--- src/rtl/mips_debug_pkg.sv ---
// Shared opcodes, FSM state encoding and default widths for the MIPS debug controller.
package mips_debug_pkg;

  localparam int unsigned ADDR_W_DEF = 8;
  localparam int unsigned DATA_W_DEF = 32;
  localparam int unsigned CNT_W_DEF  = 16;

  localparam logic [2:0] OP_NOP   = 3'd0;
  localparam logic [2:0] OP_LOAD  = 3'd1;
  localparam logic [2:0] OP_STEP  = 3'd2;
  localparam logic [2:0] OP_RUN   = 3'd3;
  localparam logic [2:0] OP_ABORT = 3'd4;
  localparam logic [2:0] OP_CLEAR = 3'd5;

  typedef enum logic [2:0] {
    ST_IDLE = 3'd0,
    ST_LOAD = 3'd1,
    ST_STEP = 3'd2,
    ST_RUN  = 3'd3,
    ST_HALT = 3'd4
  } state_e;

endpackage

--- src/rtl/mips_debug_ctrl_if.sv ---
// Host/core-facing signal bundle of the debug controller; slave is the controller side.
interface mips_debug_ctrl_if
  import mips_debug_pkg::*;
#(
  parameter int unsigned ADDR_W = ADDR_W_DEF,
  parameter int unsigned DATA_W = DATA_W_DEF,
  parameter int unsigned CNT_W  = CNT_W_DEF
);

  logic              i_cmd_valid;
  logic              o_cmd_ready;
  logic [2:0]        i_cmd_op;
  logic [CNT_W-1:0]  i_cmd_arg;
  logic              i_wr_valid;
  logic [DATA_W-1:0] i_wr_data;
  logic              i_stop_signal;
  logic              o_cpu_enable;
  logic              o_cpu_hold;
  logic              o_pm_write;
  logic [ADDR_W-1:0] o_pm_addr;
  logic [DATA_W-1:0] o_pm_data;
  logic [CNT_W-1:0]  o_cycle_count;
  logic [2:0]        o_state;
  logic              o_halted;
  logic              o_load_wrap;

  modport master (
    output i_cmd_valid, i_cmd_op, i_cmd_arg, i_wr_valid, i_wr_data, i_stop_signal,
    input  o_cmd_ready, o_cpu_enable, o_cpu_hold, o_pm_write, o_pm_addr, o_pm_data,
           o_cycle_count, o_state, o_halted, o_load_wrap
  );

  modport slave (
    input  i_cmd_valid, i_cmd_op, i_cmd_arg, i_wr_valid, i_wr_data, i_stop_signal,
    output o_cmd_ready, o_cpu_enable, o_cpu_hold, o_pm_write, o_pm_addr, o_pm_data,
           o_cycle_count, o_state, o_halted, o_load_wrap
  );

endinterface

--- src/rtl/sat_counter.sv ---
// Up-counter that sticks at its all-ones value; synchronous clear has priority over count.
module sat_counter #(
  parameter int unsigned CNT_W = 16
) (
  input  logic             clk_i,
  input  logic             rst_ni,
  input  logic             en_i,
  input  logic             clr_i,
  output logic [CNT_W-1:0] count_o
);

  logic [CNT_W-1:0] count_q;

  always_ff @(posedge clk_i or negedge rst_ni) begin
    if (!rst_ni) begin
      count_q <= '0;
    end else if (clr_i) begin
      count_q <= '0;
    end else if (en_i && !(&count_q)) begin
      count_q <= count_q + 1'b1;
    end
  end

  assign count_o = count_q;

endmodule

--- src/rtl/mips_debug_ctrl.sv ---
// Run/step/program-load controller sitting between the debug host and the MIPS core.
module mips_debug_ctrl
  import mips_debug_pkg::*;
#(
  parameter int unsigned ADDR_W = ADDR_W_DEF,
  parameter int unsigned DATA_W = DATA_W_DEF,
  parameter int unsigned CNT_W  = CNT_W_DEF
) (
  input logic              clk,
  input logic              rst,
  mips_debug_ctrl_if.slave bus
);

  state_e            state_q, state_d;
  logic [ADDR_W-1:0] addr_q, addr_d;
  logic [CNT_W-1:0]  remain_q, remain_d;
  logic              halted_q, halted_d;
  logic              wrap_q, wrap_d;

  logic cmd_ready, accept, abort_acc, cnt_clear;
  logic cpu_enable, cpu_hold, pm_write;
  logic [CNT_W-1:0] cycle_count;

  assign cmd_ready = (state_q == ST_IDLE) || (state_q == ST_HALT);
  // ABORT bypasses the ready gate so the host can always regain control.
  assign accept    = bus.i_cmd_valid && (cmd_ready || (bus.i_cmd_op == OP_ABORT));
  assign abort_acc = accept && (bus.i_cmd_op == OP_ABORT);

  always_ff @(posedge clk or negedge rst) begin
    if (!rst) begin
      state_q  <= ST_IDLE;
      addr_q   <= '0;
      remain_q <= '0;
      halted_q <= 1'b0;
      wrap_q   <= 1'b0;
    end else begin
      state_q  <= state_d;
      addr_q   <= addr_d;
      remain_q <= remain_d;
      halted_q <= halted_d;
      wrap_q   <= wrap_d;
    end
  end

  always_comb begin
    state_d    = state_q;
    addr_d     = addr_q;
    remain_d   = remain_q;
    halted_d   = halted_q;
    wrap_d     = wrap_q;
    cnt_clear  = 1'b0;
    cpu_enable = 1'b0;
    cpu_hold   = 1'b0;
    pm_write   = 1'b0;

    case (state_q)
      ST_IDLE, ST_HALT: begin
        if (accept) begin
          case (bus.i_cmd_op)
            OP_LOAD: begin
              state_d   = ST_LOAD;
              addr_d    = '0;
              remain_d  = bus.i_cmd_arg;
              halted_d  = 1'b0;
              wrap_d    = 1'b0;
              cnt_clear = 1'b1;
            end
            OP_STEP: begin
              if (state_q == ST_IDLE) begin
                state_d  = ST_STEP;
                remain_d = (bus.i_cmd_arg == '0) ? CNT_W'(1) : bus.i_cmd_arg;
              end
            end
            OP_RUN: begin
              if (state_q == ST_IDLE) state_d = ST_RUN;
            end
            OP_ABORT: state_d = ST_IDLE;
            OP_CLEAR: begin
              state_d   = ST_IDLE;
              halted_d  = 1'b0;
              wrap_d    = 1'b0;
              cnt_clear = 1'b1;
            end
            default: ;
          endcase
        end
      end

      ST_LOAD: begin
        cpu_hold = 1'b1;
        if (abort_acc || (remain_q == '0)) begin
          state_d = ST_IDLE;
        end else if (bus.i_wr_valid) begin
          pm_write = 1'b1;
          addr_d   = addr_q + 1'b1;
          remain_d = remain_q - 1'b1;
          if (&addr_q) wrap_d = 1'b1;
          if (remain_q == CNT_W'(1)) state_d = ST_IDLE;
        end
      end

      ST_STEP: begin
        cpu_enable = 1'b1;
        if (abort_acc) begin
          state_d = ST_IDLE;
        end else if (bus.i_stop_signal) begin
          state_d  = ST_HALT;
          halted_d = 1'b1;
          remain_d = '0;
        end else if (remain_q <= CNT_W'(1)) begin
          state_d  = ST_IDLE;
          remain_d = '0;
        end else begin
          remain_d = remain_q - 1'b1;
        end
      end

      ST_RUN: begin
        cpu_enable = 1'b1;
        if (abort_acc) begin
          state_d = ST_IDLE;
        end else if (bus.i_stop_signal) begin
          state_d  = ST_HALT;
          halted_d = 1'b1;
        end
      end

      default: state_d = ST_IDLE;
    endcase
  end

  sat_counter #(
    .CNT_W (CNT_W)
  ) u_cycle_cnt (
    .clk_i   (clk),
    .rst_ni  (rst),
    .en_i    (cpu_enable),
    .clr_i   (cnt_clear),
    .count_o (cycle_count)
  );

  assign bus.o_cmd_ready   = cmd_ready;
  assign bus.o_cpu_enable  = cpu_enable;
  assign bus.o_cpu_hold    = cpu_hold;
  assign bus.o_pm_write    = pm_write;
  assign bus.o_pm_addr     = addr_q;
  assign bus.o_pm_data     = pm_write ? bus.i_wr_data : {DATA_W{1'b0}};
  assign bus.o_cycle_count = cycle_count;
  assign bus.o_state       = state_q;
  assign bus.o_halted      = halted_q;
  assign bus.o_load_wrap   = wrap_q;

endmodule

--- src/flat_wrapper.sv ---
// flat-port wrapper written by rule: the top's interface ports become plain ports
module mips_debug_ctrl_flat import mips_debug_pkg::*;
#(
  parameter int unsigned ADDR_W = ADDR_W_DEF,
  parameter int unsigned DATA_W = DATA_W_DEF,
  parameter int unsigned CNT_W  = CNT_W_DEF
)
  (clk, rst, bus_i_cmd_valid, bus_i_cmd_op, bus_i_cmd_arg, bus_i_wr_valid, bus_i_wr_data, bus_i_stop_signal, bus_o_cmd_ready, bus_o_cpu_enable, bus_o_cpu_hold, bus_o_pm_write, bus_o_pm_addr, bus_o_pm_data, bus_o_cycle_count, bus_o_state, bus_o_halted, bus_o_load_wrap);
  mips_debug_ctrl_if #(.ADDR_W(ADDR_W), .DATA_W(DATA_W), .CNT_W(CNT_W)) bus_i ();
  input logic clk;
  input logic rst;
  input wire logic [$bits(bus_i.i_cmd_valid)-1:0] bus_i_cmd_valid;
  input wire logic [$bits(bus_i.i_cmd_op)-1:0] bus_i_cmd_op;
  input wire logic [$bits(bus_i.i_cmd_arg)-1:0] bus_i_cmd_arg;
  input wire logic [$bits(bus_i.i_wr_valid)-1:0] bus_i_wr_valid;
  input wire logic [$bits(bus_i.i_wr_data)-1:0] bus_i_wr_data;
  input wire logic [$bits(bus_i.i_stop_signal)-1:0] bus_i_stop_signal;
  output wire logic [$bits(bus_i.o_cmd_ready)-1:0] bus_o_cmd_ready;
  output wire logic [$bits(bus_i.o_cpu_enable)-1:0] bus_o_cpu_enable;
  output wire logic [$bits(bus_i.o_cpu_hold)-1:0] bus_o_cpu_hold;
  output wire logic [$bits(bus_i.o_pm_write)-1:0] bus_o_pm_write;
  output wire logic [$bits(bus_i.o_pm_addr)-1:0] bus_o_pm_addr;
  output wire logic [$bits(bus_i.o_pm_data)-1:0] bus_o_pm_data;
  output wire logic [$bits(bus_i.o_cycle_count)-1:0] bus_o_cycle_count;
  output wire logic [$bits(bus_i.o_state)-1:0] bus_o_state;
  output wire logic [$bits(bus_i.o_halted)-1:0] bus_o_halted;
  output wire logic [$bits(bus_i.o_load_wrap)-1:0] bus_o_load_wrap;
  assign bus_i.i_cmd_valid = bus_i_cmd_valid;
  assign bus_i.i_cmd_op = bus_i_cmd_op;
  assign bus_i.i_cmd_arg = bus_i_cmd_arg;
  assign bus_i.i_wr_valid = bus_i_wr_valid;
  assign bus_i.i_wr_data = bus_i_wr_data;
  assign bus_i.i_stop_signal = bus_i_stop_signal;
  assign bus_o_cmd_ready = bus_i.o_cmd_ready;
  assign bus_o_cpu_enable = bus_i.o_cpu_enable;
  assign bus_o_cpu_hold = bus_i.o_cpu_hold;
  assign bus_o_pm_write = bus_i.o_pm_write;
  assign bus_o_pm_addr = bus_i.o_pm_addr;
  assign bus_o_pm_data = bus_i.o_pm_data;
  assign bus_o_cycle_count = bus_i.o_cycle_count;
  assign bus_o_state = bus_i.o_state;
  assign bus_o_halted = bus_i.o_halted;
  assign bus_o_load_wrap = bus_i.o_load_wrap;
  mips_debug_ctrl #(.ADDR_W(ADDR_W), .DATA_W(DATA_W), .CNT_W(CNT_W)) u_core (.clk(clk), .rst(rst), .bus(bus_i));
endmodule
--- config.mk ---
export PLATFORM = sky130hd
export DESIGN_NAME = mips_debug_ctrl_flat
export DESIGN_NICKNAME = d
export VERILOG_FILES = /design/src/rtl/mips_debug_pkg.sv /design/src/rtl/mips_debug_ctrl_if.sv /design/src/rtl/sat_counter.sv /design/src/rtl/mips_debug_ctrl.sv /design/src/flat_wrapper.sv
export SDC_FILE = /design/constraint.sdc
export NUM_CORES = 1
export LEC_CHECK = 0
export ABC_CLOCK_PERIOD_IN_PS = 2000
export BUFFER_PORTS_ARGS = -buffer_cell sky130_fd_sc_hd__buf_4
export CAP_MARGIN = 15
export CELL_PAD_IN_SITES_DETAIL_PLACEMENT = 1
export CELL_PAD_IN_SITES_GLOBAL_PLACEMENT = 1
export CORE_MARGIN = 2
export CORE_UTILIZATION = 31
export DETAILED_ROUTE_END_ITERATION = 8
export GPL_TIMING_DRIVEN = 0
export PLACE_DENSITY_LB_ADDON = 0.1
export REMOVE_ABC_BUFFERS = 1
export SYNTH_ARGS = -nofsm -noshare
export SYNTH_HDL_FRONTEND = slang
export SYNTH_SLANG_ARGS = --single-unit
--- constraint.sdc ---
create_clock -name clk -period 2 [get_ports clk]
set_clock_uncertainty 0.2 [all_clocks]
set_input_delay 0.3 -clock clk [delete_from_list [all_inputs] [get_ports clk]]
set_output_delay 0.3 -clock clk [all_outputs]
set_load 0.02 [all_outputs]
Word level (Yosys, flattened, before mapping)
Index checks and enable logic that the tools add are counted.

Bits in registers: 45. Latch bits: 0. Memory bits (writable): 0. Memory bits (read-only): 0. Bits of input ports: 56. Output and inout port bits: 65. Logic and storage cells: 110. Memories kept: 0.

Add/subtract/negate cells: 3. Multiply operators: 0. Div/mod/pow operators: 0. Order comparisons: 1. Equal/unequal tests: 27. Shift-type cells: 0. Multiplexer cells: 48. Bitwise gates (word level): 0. Reductions and logical operators: 25.

Operators by type and width (count): 2-to-1 mux 16 bit (10); case mux 16 bit (3 select lines) (1); 2-to-1 mux 3 bit (11); logical NOT 16 bit (2); 2-to-1 mux 32 bit (1); 2-to-1 mux 8 bit (4); case mux 16 bit (2 select lines) (1); case mux 3 bit (4 select lines) (2); adder 16 x 1 -> 16 bit, second input constant (1); equality test 16 x 1 -> 1 bit, second input constant (1); less-or-equal comparator 16 x 1 -> 1 bit, second input constant (1); case mux 8 bit (2 select lines) (1); AND reduction 16 bit (1); AND reduction 8 bit (2); subtractor 16 x 1 -> 16 bit, second input constant (1); 2-to-1 mux 1 bit (15); equality test 3 x 2 -> 1 bit, second input constant (4); != test 2 bit, second input constant (6); != test 3 x 2 -> 1 bit, second input constant (4); AND reduction 5 bit (2); equality test 3 bit, second input constant (3); adder 8 x 1 -> 8 bit, second input constant (1); OR reduction 2 bit (4); AND reduction 7 bit (1); 14 further kinds (24).

Longest topological paths before layout
Gate-level depths: netlist of run 1.

Word-level depth: 9. Mapped depth: 9. Gate-level depth less buffers: 8.

Hierarchy
A second synthesis of run 1 with hierarchy kept.

Cell total of the unflattened synthesis: 361. Area, all modules: 3189.3 um^2.

Modules (own cells, without submodules): mips_debug_ctrl (times used 1, cells each 264, area an instance 2270.9 um^2, sequential area each 725.7 um^2); sat_counter (times used 1, cells each 97, area an instance 918.4 um^2, sequential area each 400.4 um^2).

Worst setup path after synthesis of run 1
Ideal clock, no wire load.

Path type: reg-to-output. From: register u_core.state_q[0], in the netlist u_core.bus.o_state[0]. To: output bus_o_pm_data[24]. Arrival: 2.131 ns. Data required time: 1.500 ns. Path slack: -0.631 ns. Cell stages (with the launch flop): 8. Path buffers: 2. Cells stage by stage: dfrtp_1 buf_4 or3b_4 inv_2 nand2_1 nor2_1 clkbuf_1 and2_1.

Longest elaborated chain between the ends: 9. Elaborated cells between the ends (all ways): 11. Classes of those cells: eq/ne: 2; mux: 3; reduce/logical: 6.

Ends and longest elaborated chain: from (decl) (RTL line mips_debug_ctrl.sv:14) `state_e state_q, state_d;`; from (signal assigned) (RTL line mips_debug_ctrl.sv:37) `state_q <= state_d;`; equality test 3 bit or logical NOT 3 bit (tied branches) (RTL line mips_debug_ctrl.sv:24) `assign cmd_ready = (state_q == ST_IDLE) || (state_q == ST_HALT);`; logical OR 1 bit (RTL line mips_debug_ctrl.sv:24); logical OR 1 bit (RTL line mips_debug_ctrl.sv:26) `assign accept = bus.i_cmd_valid && (cmd_ready || (bus.i_cmd_op == OP_ABORT));`; logical AND 1 bit (RTL line mips_debug_ctrl.sv:26); logical AND 1 bit (RTL line mips_debug_ctrl.sv:27) `assign abort_acc = accept && (bus.i_cmd_op == OP_ABORT);`; logical OR 1 bit (RTL line mips_debug_ctrl.sv:91) `if (abort_acc || (remain_q == '0)) begin`; 2-to-1 mux 1 bit (RTL line mips_debug_ctrl.sv:91); 2-to-1 mux 1 bit (*) (RTL line mips_debug_ctrl.sv:56) `case (state_q)`; net bus_o_pm_write (RTL line flat_wrapper.sv:21) `output wire logic [$bits(bus_i.o_pm_write)-1:0] bus_o_pm_write;`; 2-to-1 mux 32 bit (*) (RTL line mips_debug_ctrl.sv:147) `assign bus.o_pm_data = pm_write ? bus.i_wr_data : {DATA_W{1'b0}};`; to (decl) (RTL line flat_wrapper.sv:23) `output wire logic [$bits(bus_i.o_pm_data)-1:0] bus_o_pm_data;`.

Mark *: on every way through the listed nets, which the timed path passes. The rest lies on a longest branch.

Final worst setup path of run 1
From: register u_core.remain_q[1]. To: output bus_o_pm_data[18].

Longest elaborated chain between the ends: 5.

Ends and longest elaborated chain: from (decl) (RTL line mips_debug_ctrl.sv:16) `logic [CNT_W-1:0] remain_q, remain_d;`; from (signal assigned) (RTL line mips_debug_ctrl.sv:39) `remain_q <= remain_d;`; logical NOT 16 bit (RTL line mips_debug_ctrl.sv:91); logical OR 1 bit (RTL line mips_debug_ctrl.sv:91); 2-to-1 mux 1 bit (RTL line mips_debug_ctrl.sv:91); 2-to-1 mux 1 bit (RTL line mips_debug_ctrl.sv:56); 2-to-1 mux 32 bit (RTL line mips_debug_ctrl.sv:147).

Every way passes these cells.

==> impl_metrics.csv, run 1 <==
group,metric,value,unit
layout,finalNetCount,579,
routing,num_vias,3514,
clocking,clock_tree.buffer_depth,2,
synth,synth-edff-count,0,
floorplanning,design.core.area,9240,µm²
worst_setup_path,r2r_end,"u_core.remain_q[11]",
layout,final_layout_size_suffix_gt1_frac,0.597,
sta,setup_tns,-24.14,ns
grt,grt_first_pass_wirelength,18900,µm
synth,ys_types,55,
routing,route.detailed.wl_per_inst,19.9,µm
floorplanning,floorplan.die_area,10300,µm²
outcome,status,"finished with violations",
power_and_ir_drop,power,6.30,mW
synth,commonest_register_cell_after_synthesis,"dfrtp_1",
sta,final_hold_viol_count,0,
synth,syn_avg_cell_area,8.57,µm²
grt,grt_util_all_layers,0.237,
routing,detail-route-antenna-nets,0,
layout,area_growth,79.1,%
synth,synthCells,344,
synth,synth_sequential_area_ratio,0.382,
grt,number_of_antenna_violations_at_the_first_check_in_global_routing,0,
clocking,worst_skew_pair.late_latency,0.30,ns
sta,rsz0062_at_grt,"true",
hold_path,hold_path_class,"in2reg",
layout,num_antenna_cells,0,
sta,setup_viol_count_final,59,
synth,synthDominantCellAreaShare,0.382,
sta,max_clock_freq,399,MHz
worst_setup_path,reg2reg_from,"u_core.remain_q[12]",
floorplanning,die_h,102,µm
worst_setup_path,setup.worst_path.end,"bus_o_pm_data[18]",
flow_run,timing.max_cap.violations,0,
worst_setup_path,worst-path-max-fanout,6,
outcome,failed_checks,"negative setup slack",
worst_setup_path,worst-endpoint-arrival,2.01,ns
sta,post-route-min-period,2.51,ns
layout,instances_no_fill,648,
worst_setup_path,worst_ep_required_time,1.50,ns
sta,timing.final.crit_share,1.25,
clocking,cts_sinks,45,
clocking,cts-htree-levels,2,
synth,asyncSetResetFlopFracSynth,1.00,
routing,drt-pass1-iter-count,4,
sta,max_slew_margin,0.394,
synth,synth.area.top_cells,"dfrtp_1, and2_1, nor2_1, nand3_1, xnor2_1",
grt,grt_start_max_net_pins,46,
synth,mappedNetlistArea,2950,µm²
synth,ys_ff_latch,45,
clocking,cts_tree,"yes",
worst_setup_path,ff2ff_setup_slack,-0.42,ns
sta,final.setup.worst_slack,-0.508,ns
routing,vias_per_cell,5.42,
power_and_ir_drop,max-vdd-ir-drop,0.445,mV
clocking,cts_inserted_buffers,5,
power_and_ir_drop,powerDensity,1190,nW/µm²
floorplanning,floorplan.die.width,102,µm
floorplanning,floorplan.io_pins,121,
clocking,cts-root-buf,"clkbuf_8",
routing,dr.first_iter.drc_count,89,
worst_setup_path,setup.worst_path.class,"reg2out",
power_and_ir_drop,power.static_leakage,2.39,nW
clocking,cts.clk_slew.worst_paths,0.09,ns
sta,worst_slew_pin_slew,0.909,ns
routing,post-route-drc-count,0,
worst_setup_path,ff2ff_path_depth,9,
synth,synth.yosys.warnings,0,
grt,first_global_vias,3690,
placed_design,place_inst,577,
placed_design,buffer_ports.inserted,120,
routing,detail_route.wirelength,12900,µm
placed_design,place_congestion,0.769,
worst_setup_path,start_kind,"flop",
grt,gr-total-overflow,0,
sta,maxSlewViolCount,0,
floorplanning,initial_utilization,0.319,
worst_setup_path,critical_path_start,"u_core.remain_q[1]",
placed_design,hpwl,7260,µm
floorplanning,rows,35,
synth,synth_top_cell_by_area,"dfrtp_1",
worst_setup_path,critPathCaptureType,"output pin",
## registers in the layout, indices dropped and copies added, names as in the netlist
name,flops
u_core.bus.o_halted,1
u_core.u_cycle_cnt.count_o,16
u_core.bus.o_state,3
u_core.remain_q,16
u_core.bus.o_pm_addr,8
u_core.bus.o_load_wrap,1
## synth_stat cells, drive strengths merged (4+ instances only)
library cell and number:
a21oi 10, a22o 5, a22oi 7, a32oi 5, and2 36, and3 7, buf 9, clkbuf 8
dfrtp 45, ha 5, inv 10, nand2 19, nand2b 4, nand3 25, nor2 44, nor3 15
nor4 11, o21ai 15, o2bb2ai 9, xnor2 12, xor2 10
## cell usage in the layout, fill, tap and decap left out, drive strengths merged, types with 3 or more instances in the layout
master,Yosys,layout
nor4,11,11
xnor2,12,12
and3,7,7
nand3,25,25
clkbuf,8,7
nand4,3,3
a21oi,10,10
a22o,5,5
nand2,19,20
nand2b,4,4
xor2,10,10
nor2,44,48
nor3,15,15
buf,9,175
a22oi,7,7
dfrtp,45,45
o21ai,15,15
a32oi,5,5
ha,5,5
and2,36,38
o2bb2ai,9,9
inv,10,9
o211ai,3,3
## logic make-up (layout without fill, tap and decap cells)
kind of cell | after synthesis | count (layout) | share of synthesized area
compound gates | 70 | 70 | 0.171
xor+xnor | 22 | 22 | 0.0653
fa+ha+maj | 5 | 5 | 0.0212
buf+inv | 27 | 194 | 0.0445
flops | 45 | 45 | 0.382
mux | 1 | 1 | 0.00339
simple gates | 174 | 182 | 0.312
## worst min-delay path by stage
stage | from | to | slack, ns | depth (start not counted)
6_report | bus_i_stop_signal | u_core.bus.o_state[2] | 0.06 | 2
5_1_grt | bus_i_stop_signal | u_core.bus.o_state[2] | 0.06 | 2
2_1_floorplan | rst | u_core.bus.o_halted | -0.20 | 0
3_5_place_dp | rst | u_core.u_cycle_cnt.count_o[14] | 0.16 | 1
4_1_cts | bus_i_stop_signal | u_core.bus.o_state[2] | 0.06 | 2
3_3_place_gp | rst | u_core.u_cycle_cnt.count_o[14] | 0.16 | 1
## layout make-up
cell class              count  area [µm²]
repair buffers            176        1510
flip-flops and latches     45        1140
inverters                  10        45.0
fillers                  1027        3960
clock buffers               7        96.3
multi-input cells         280        2330
clock inverters             1        5.00
well taps                 129         161
## critical path, cell delays in order (launching register included)
cell	delay [ns]
dfrtp_1	0.41
inv_2	0.10
ha_4	0.14
nor4b_4	0.17
nand4_1	0.24
nand2_4	0.24
nor2_2	0.09
and2_1	0.17
buf_4	0.15
## metrics by stage
step           setup WS (ns)  utilization  instance area (µm²)  hold WS (ns)
4_1_cts               -0.450        0.531                 4900        0.0618
6_report              -0.508        0.572                 5280        0.0612
5_1_grt               -0.596        0.572                 5280        0.0604
3_3_place_gp           -1.28        0.424                 3920         0.163
2_1_floorplan          -1.01            -                 2860        -0.196
3_5_place_dp           -1.08        0.425                 3930         0.158
## metal layers
layer / part of all wire / vias to the layer above / global-route usage / wire length [µm]
li1: - / 1599 / - / -
met1: 0.38 / 1746 / 0.271 / 4920
met2: 0.53 / 145 / 0.438 / 6890
met3: 0.063 / 24 / 0.0518 / 818
met4: 0.023 / 0 / 0.0717 / 291
met5: 0 / - / 0 / 0
## power breakdown
| part | switching, mW | leakage (nW) | total, mW | internal, mW |
|---|---|---|---|---|
| Combinational | 2.16 | 1.76 | 4.07 | 1.91 |
| Sequential | 0.390 | 0.573 | 1.59 | 1.20 |
| Clock | 0.330 | 0.0542 | 0.643 | 0.313 |
| Total | 2.88 | 2.39 | 6.30 | 3.42 |
## repair_timing
action | in CTS | in global routing
resized for setup | 131 | 71
hold buffers | 1 | 0
hold endpoints to repair | 45 | 0
setup endpoints to repair | 74 | 75
pin swaps | 42 | 31
setup buffers | 42 | 18
cloned | 7 | 1
Power figures use the tool's default switching activity.
==> run 2, diff against run 1 <==
Settings changed: ABC_CLOCK_PERIOD_IN_PS 2000 to 2500, CORE_UTILIZATION 31 to 35.
Clock period 2 ns to 2.5 ns, I/O delays scaled along.
==> run 2 against run 1 <==
Compared with the run above: the run still ends with negative setup slack left; count of clock-buffer cells in the layout is the same; sequential cell count unchanged; power is 34% lower; critical endpoint is now bus_o_pm_data[24]; die area down 11%; highest routed layer unchanged; final area shrank 15%; sequential power shrank 21%.
==> impl_metrics.csv, run 2 (synthesis gave the netlist of run 1 again) <==
group,metric,value,unit
floorplanning,initial_utilization,0.361,
layout,area_growth,52.6,%
grt,grt_first_pass_wirelength,16100,µm
sta,final_hold_viol_count,0,
grt,gr-total-overflow,0,
layout,seq_area,1130,µm²
sta,setup_viol_count_final,33,
placed_design,place_congestion,0.808,
sta,final.setup.worst_slack,-0.103,ns
routing,dr.first_iter.drc_count,98,
layout,instances_no_fill,583,
worst_setup_path,worst-endpoint-arrival,2.03,ns
layout,final_cell_mix,"buf_4, nor2_1, dfrtp_1",
worst_setup_path,worst-path-max-fanout,18,
clocking,cts_sinks,45,
sta,post-route-min-period,2.60,ns
layout,fillCellCount,960,
sta,maxSlewViolCount,0,
grt,first_global_vias,3346,
hold_path,min_path_cells,2,
clocking,cts_inserted_buffers,5,
routing,detail-route-antenna-nets,0,
layout,final_layout_size_suffix_gt1_frac,0.444,
grt,grt_util_all_layers,0.225,
grt,number_of_antenna_violations_at_the_first_check_in_global_routing,0,
layout,finalNetCount,538,
floorplanning,floorplan.die_area,9180,µm²
clocking,cts-htree-levels,2,
hold_path,min_from,"bus_i_stop_signal",
hold_path,hold_path_class,"in2reg",
floorplanning,floorplan.die.width,95.8,µm
power_and_ir_drop,powerDensity,917,nW/µm²
clocking,cts_tree,"yes",
clocking,cts.clk_slew.worst_paths,0.09,ns
sta,worst_slew_pin_slew,0.734,ns
routing,vias_per_cell,5.55,
sta,rsz0062_at_grt,"true",
clocking,worst_skew_pair.late_latency,0.29,ns
worst_setup_path,ff2ff_path_depth,7,
routing,num_vias,3236,
layout,num_antenna_cells,0,
worst_setup_path,worst_ep_required_time,1.92,ns
sta,max_clock_freq,384,MHz
floorplanning,design.core.area,8180,µm²
routing,drt-pass1-iter-count,4,
flow_run,timing.max_cap.violations,0,
power_and_ir_drop,power.static_leakage,2.09,nW
clocking,clock_tree.buffer_depth,2,
clocking,cts-root-buf,"clkbuf_8",
layout,total_area_of_multi_input_combinational_cells,1860,µm²
placed_design,hpwl,7050,µm
floorplanning,rows,33,
worst_setup_path,r2r_end,"u_core.remain_q[9]",
placed_design,place_inst,552,
layout,final_design_area_no_fill,4500,µm²
worst_setup_path,setup.worst_path.class,"reg2out",
worst_setup_path,critPathCaptureType,"output pin",
sta,timing.final.crit_share,1.04,
placed_design,cell_area_after_placement,3890,µm²
worst_setup_path,ff2ff_setup_slack,0.04,ns
sta,max_slew_margin,0.511,
power_and_ir_drop,max-vdd-ir-drop,0.433,mV
grt,grt_start_max_net_pins,46,
floorplanning,die_h,95.8,µm
floorplanning,floorplan.io_pins,121,
routing,route.detailed.wl_per_inst,17.6,µm
worst_setup_path,start_kind,"flop",
placed_design,buffer_ports.inserted,120,
outcome,status,"finished with violations",
hold_path,hold_end,"u_core.bus.o_state[2]",
worst_setup_path,reg2reg_from,"u_core.bus.o_state[2]",
routing,post-route-drc-count,0,
layout,postLayoutCoreUtil,0.551,
outcome,failed_checks,"negative setup slack",
routing,detail_route.wirelength,10200,µm
layout,layout.cells.most_common,"buf_4",
[run 2: stage by stage]
stage	power [mW]	setup slack, ns	TNS, ns	hold slack [ns]
finish	4.13	-0.103	-2.44	0.144
global route	4.41	-0.170	-5.53	0.135
CTS	4.05	-0.0831	-1.97	0.138
detailed placement	3.08	-0.531	-22.01	0.228
global placement	3.03	-0.846	-35.75	0.229
floorplan	2.35	-0.588	-19.29	-0.121
[run 2: worst max-delay path by stage]
| stage | cells past startpoint | to | start | slack, ns |
|---|---|---|---|---|
| final | 9 | bus_o_pm_data[24] | u_core.remain_q[0] | -0.10 |
| after global routing | 7 | bus_o_pm_data[24] | u_core.remain_q[6] | -0.17 |
| after CTS | 9 | bus_o_pm_data[15] | u_core.remain_q[0] | -0.08 |
| after global placement | 6 | bus_o_pm_data[0] | u_core.bus.o_state[0] | -0.85 |
| after detailed placement | 5 | u_core.remain_q[1] | u_core.remain_q[6] | -0.53 |
| after floorplan | 5 | bus_o_pm_data[0] | u_core.bus.o_state[0] | -0.59 |
[run 2: area by class of cell]
cell class,instances,share of cell area
clock buffers,7,0.0192
clock inverters,1,0.00667
inverters,10,0.00834
multi-input cells,273,0.414
flip-flops and latches,45,0.252
well taps,105,0.0292
repair buffers,142,0.271
[run 2: repair_timing]
| action | CTS | global route |
|---|---|---|
| buffers inserted | 17 | 3 |
| cloned | 2 | 0 |
| pin swaps | 23 | 16 |
| hold endpoints to repair | 45 | 0 |
| endpoints found under the setup margin | 56 | 48 |
| resized for setup | 75 | 20 |
| hold buffers | 1 | 0 |
[run 2: critical path, cell delays in order (launching register included)]
cell and delay, ns:
dfrtp_1 0.41, inv_2 0.09, ha_4 0.12, nor4b_4 0.18
nand4_1 0.23, nand2_2 0.22, nor2_4 0.05, buf_12 0.15
and2_4 0.16, buf_6 0.12
[run 2: per-layer routing]
layer | GRT usage | vias up | routed length, µm
li1 | - | 1506 | -
met1 | 0.263 | 1586 | 4040
met2 | 0.406 | 129 | 5290
met3 | 0.0603 | 15 | 748
met4 | 0.0595 | 0 | 157
met5 | 0 | - | 0
[run 2: where the power goes]
group | switching [mW] | internal [mW]
combinational | 1.25 | 1.05
clock | 0.258 | 0.326
sequential | 0.296 | 0.951
total | 1.80 | 2.32
==> run 3, diff against run 2 <==
Settings changed: ABC_AREA from default to 1, CORE_UTILIZATION 35 to 34.
==> run 3 against run 2 <==
Compared with the run above: critical path depth increased by 1; non-clock buffer count decreased by 4; critical path type unchanged; power increased by 13%; via count increased by 21%; count of clock-buffer cells in the layout decreased by 1; the flow now finishes without violations.
==> impl_metrics.csv, run 3 <==
group,metric,value,unit
synth,synthCells,572,
worst_setup_path,setup.worst_path.class,"reg2out",
grt,gr-total-overflow,0,
routing,post-route-drc-count,0,
power_and_ir_drop,switching_power,2.40,mW
worst_setup_path,critPathCaptureType,"output pin",
hold_path,min_from,"bus_i_stop_signal",
routing,route.detailed.wl_per_inst,13.5,µm
routing,detail-route-antenna-nets,0,
layout,finalNetCount,770,
layout,area_growth,38.8,%
sta,maxSlewViolCount,0,
sta,worst_slew_pin_slew,0.645,ns
power_and_ir_drop,pwr-share-seq,0.260,
floorplanning,die_h,105,µm
power_and_ir_drop,powerDensity,958,nW/µm²
sta,timing.hold.ws,0.160,ns
synth,synth_sequential_area_ratio,0.322,
hold_path,hold_path_class,"in2reg",
power_and_ir_drop,clock_power_share,0.101,
grt,grt_util_all_layers,0.210,
worst_setup_path,start_kind,"flop",
clocking,cts_sinks,45,
floorplanning,design.core.area,10100,µm²
sta,setup_tns,0,ns
sta,rsz0062_at_grt,"true",
power_and_ir_drop,power.switching_fraction,0.515,
hold_path,min_path_cells,3,
grt,first_global_vias,4080,
placed_design,cell_area_after_placement,4480,µm²
power_and_ir_drop,max-vdd-ir-drop,0.374,mV
synth,synth.cells.most_frequent,"nand2_1, nor2_1, inv_1",
layout,layout.cells.most_common,"nand2_1",
sta,final_hold_viol_count,0,
synth,synth_top_cell_by_area,"dfrtp_1",
synth,mappedNetlistArea,3500,µm²
layout,num_antenna_cells,0,
sta,post-route-min-period,2.40,ns
sta,max_slew_margin,0.569,
synth,cell_with_the_most_instances_after_synthesis,"nand2_1",
placed_design,hpwl,8470,µm
synth,ys_ff_latch,45,
clocking,cts.clk_slew.worst_paths,0.09,ns
worst_setup_path,ff2ff_path_depth,12,
worst_setup_path,worst-path-max-fanout,8,
routing,detail_route.wirelength,11400,µm
synth,asyncSetResetFlopFracSynth,1.00,
worst_setup_path,r2r_end,"u_core.remain_q[5]",
sta,max_clock_freq,416,MHz
placed_design,buffer_ports.inserted,120,
routing,dr.first_iter.drc_count,154,
outcome,status,"completed",
sta,final.setup.worst_slack,0.0975,ns
routing,drt-pass1-iter-count,4,
clocking,clock_tree.buffer_depth,2,
power_and_ir_drop,power.static_leakage,2.76,nW
sta,timing.final.crit_share,0.961,
floorplanning,floorplan.die_area,11100,µm²
placed_design,pre_cts_slack,-0.321,ns
floorplanning,floorplan.die.width,105,µm
synth,commonest_register_cell_after_synthesis,"dfrtp_1",
layout,final_design_area_no_fill,4850,µm²
clocking,worst_skew_pair.late_latency,0.30,ns
worst_setup_path,ff2ff_setup_slack,0.24,ns
clocking,cts-root-buf,"clkbuf_8",
synth,synth.yosys.warnings,0,
routing,vias_per_cell,4.64,
power_and_ir_drop,cell_internal_pwr,2.26,mW
routing,num_vias,3929,
grt,grt_first_pass_wirelength,19100,µm
worst_setup_path,reg2reg_from,"u_core.remain_q[0]",
synth,synthDominantCellAreaShare,0.322,
clocking,cts-htree-levels,2,
grt,number_of_antenna_violations_at_the_first_check_in_global_routing,0,
floorplanning,rows,37,
hold_path,hold_end,"u_core.bus.o_halted",
layout,final_cell_mix,"nand2_1, buf_4, nor2_1",
sta,setup_viol_count_final,0,
clocking,cts_inserted_buffers,5,
worst_setup_path,worst_ep_required_time,1.92,ns
synth,syn_avg_cell_area,6.11,µm²
synth,synth-edff-count,0,
clocking,cts_tree,"yes",
flow_run,timing.max_cap.violations,0,
placed_design,place_congestion,0.851,
power_and_ir_drop,power.share.combinational,0.639,
synth,ys_types,30,
grt,grt_start_max_net_pins,46,
synth,synth.area.top_cells,"dfrtp_1, nand2_1, nor2_1, inv_1, nand3_1",
floorplanning,initial_utilization,0.345,
worst_setup_path,worst-endpoint-arrival,1.83,ns
floorplanning,floorplan.io_pins,121,
power_and_ir_drop,power,4.65,mW
layout,final_layout_size_suffix_gt1_frac,0.265,
run 3: changes by cell type after synthesis, moves of 7 or more:
cell	change
nor3_1	-8
xnor2_1	-8
nor4_1	-10
inv_1	+77
and2_1	-35
nand2_1	+190
a22oi_1	-7
and3_1	-7
nor2_1	+66
o2bb2ai_1	-9
run 3: what timing repair did:
item | 4_1_cts | 5_1_grt
resized for setup | 17 | 15
endpoints found under the hold margin | 45 | 0
cloned | 3 | 1
buffers inserted | 12 | 5
hold buffers | 1 | 0
endpoints found under the setup margin | 44 | 44
pin swaps | 6 | 5
run 3: cell families after synthesis:
| logic type | Yosys count | synth area share |
|---|---|---|
| buffers and inverters | 101 | 0.119 |
| xor gates and xnor gates | 19 | 0.0476 |
| adders and majority gates | 5 | 0.0179 |
| DFF | 45 | 0.322 |
| and+or+nand+nor | 377 | 0.448 |
| AOI/OAI and AO/OA | 25 | 0.0447 |
run 3: how the worst max path moves through the flow:
stage	startpoint	endpoint	slack (ns)
floorplan	u_core.bus.o_state[1]	bus_o_pm_data[0]	0.01
global placement	bus_i_cmd_op[2]	bus_o_pm_data[18]	-0.32
detailed placement	bus_i_cmd_op[2]	bus_o_pm_data[23]	-0.32
CTS	u_core.remain_q[1]	bus_o_pm_data[3]	-0.02
global route	u_core.remain_q[13]	bus_o_pm_data[3]	-0.04
finish	u_core.remain_q[14]	bus_o_pm_data[3]	0.1
run 3: area by class of cell:
class / count / area, µm²
timing repair buffer: 138 / 1050
multi-input combinational: 430 / 2070
clock buffer: 6 / 72.6
sequential: 45 / 1130
inverter: 89 / 334
fill: 1383 / 5290
tap: 136 / 170
clock inverter: 2 / 15.0
run 3: power by group through the flow:
stage | combinational [mW] | sequential (mW) | clock, mW
CTS | 2.86 | 1.20 | 0.490
floorplan | 1.63 | 1.29 | 0
finish | 2.97 | 1.21 | 0.472
global route | 3.34 | 1.25 | 0.516
detailed placement | 2.58 | 1.25 | 0
global placement | 2.51 | 1.24 | 0
run 3: through the flow:
step,util,std cells
3_5_place_dp,0.442,816
4_1_cts,0.469,840
2_1_floorplan,-,560
3_3_place_gp,0.442,816
6_report,0.479,846
5_1_grt,0.479,846
run 3: per-layer routing:
layer	global-route usage	vias to the layer above	share of wire
li1	-	1997	-
met1	0.256	1882	0.44
met2	0.387	43	0.52
met3	0.0272	7	0.023
met4	0.0562	0	0.010
met5	0	-	0
run 3: worst max-delay path, stage by stage (launching register included):
cell and delay, ns:
dfrtp_1 0.42, nor2_1 0.12, nand2_1 0.10, nor2_4 0.14, nand2_1 0.09, nand2_2 0.10, nor2_4 0.05, buf_12 0.15
nand2_4 0.13, nor2_1 0.07, buf_4 0.15
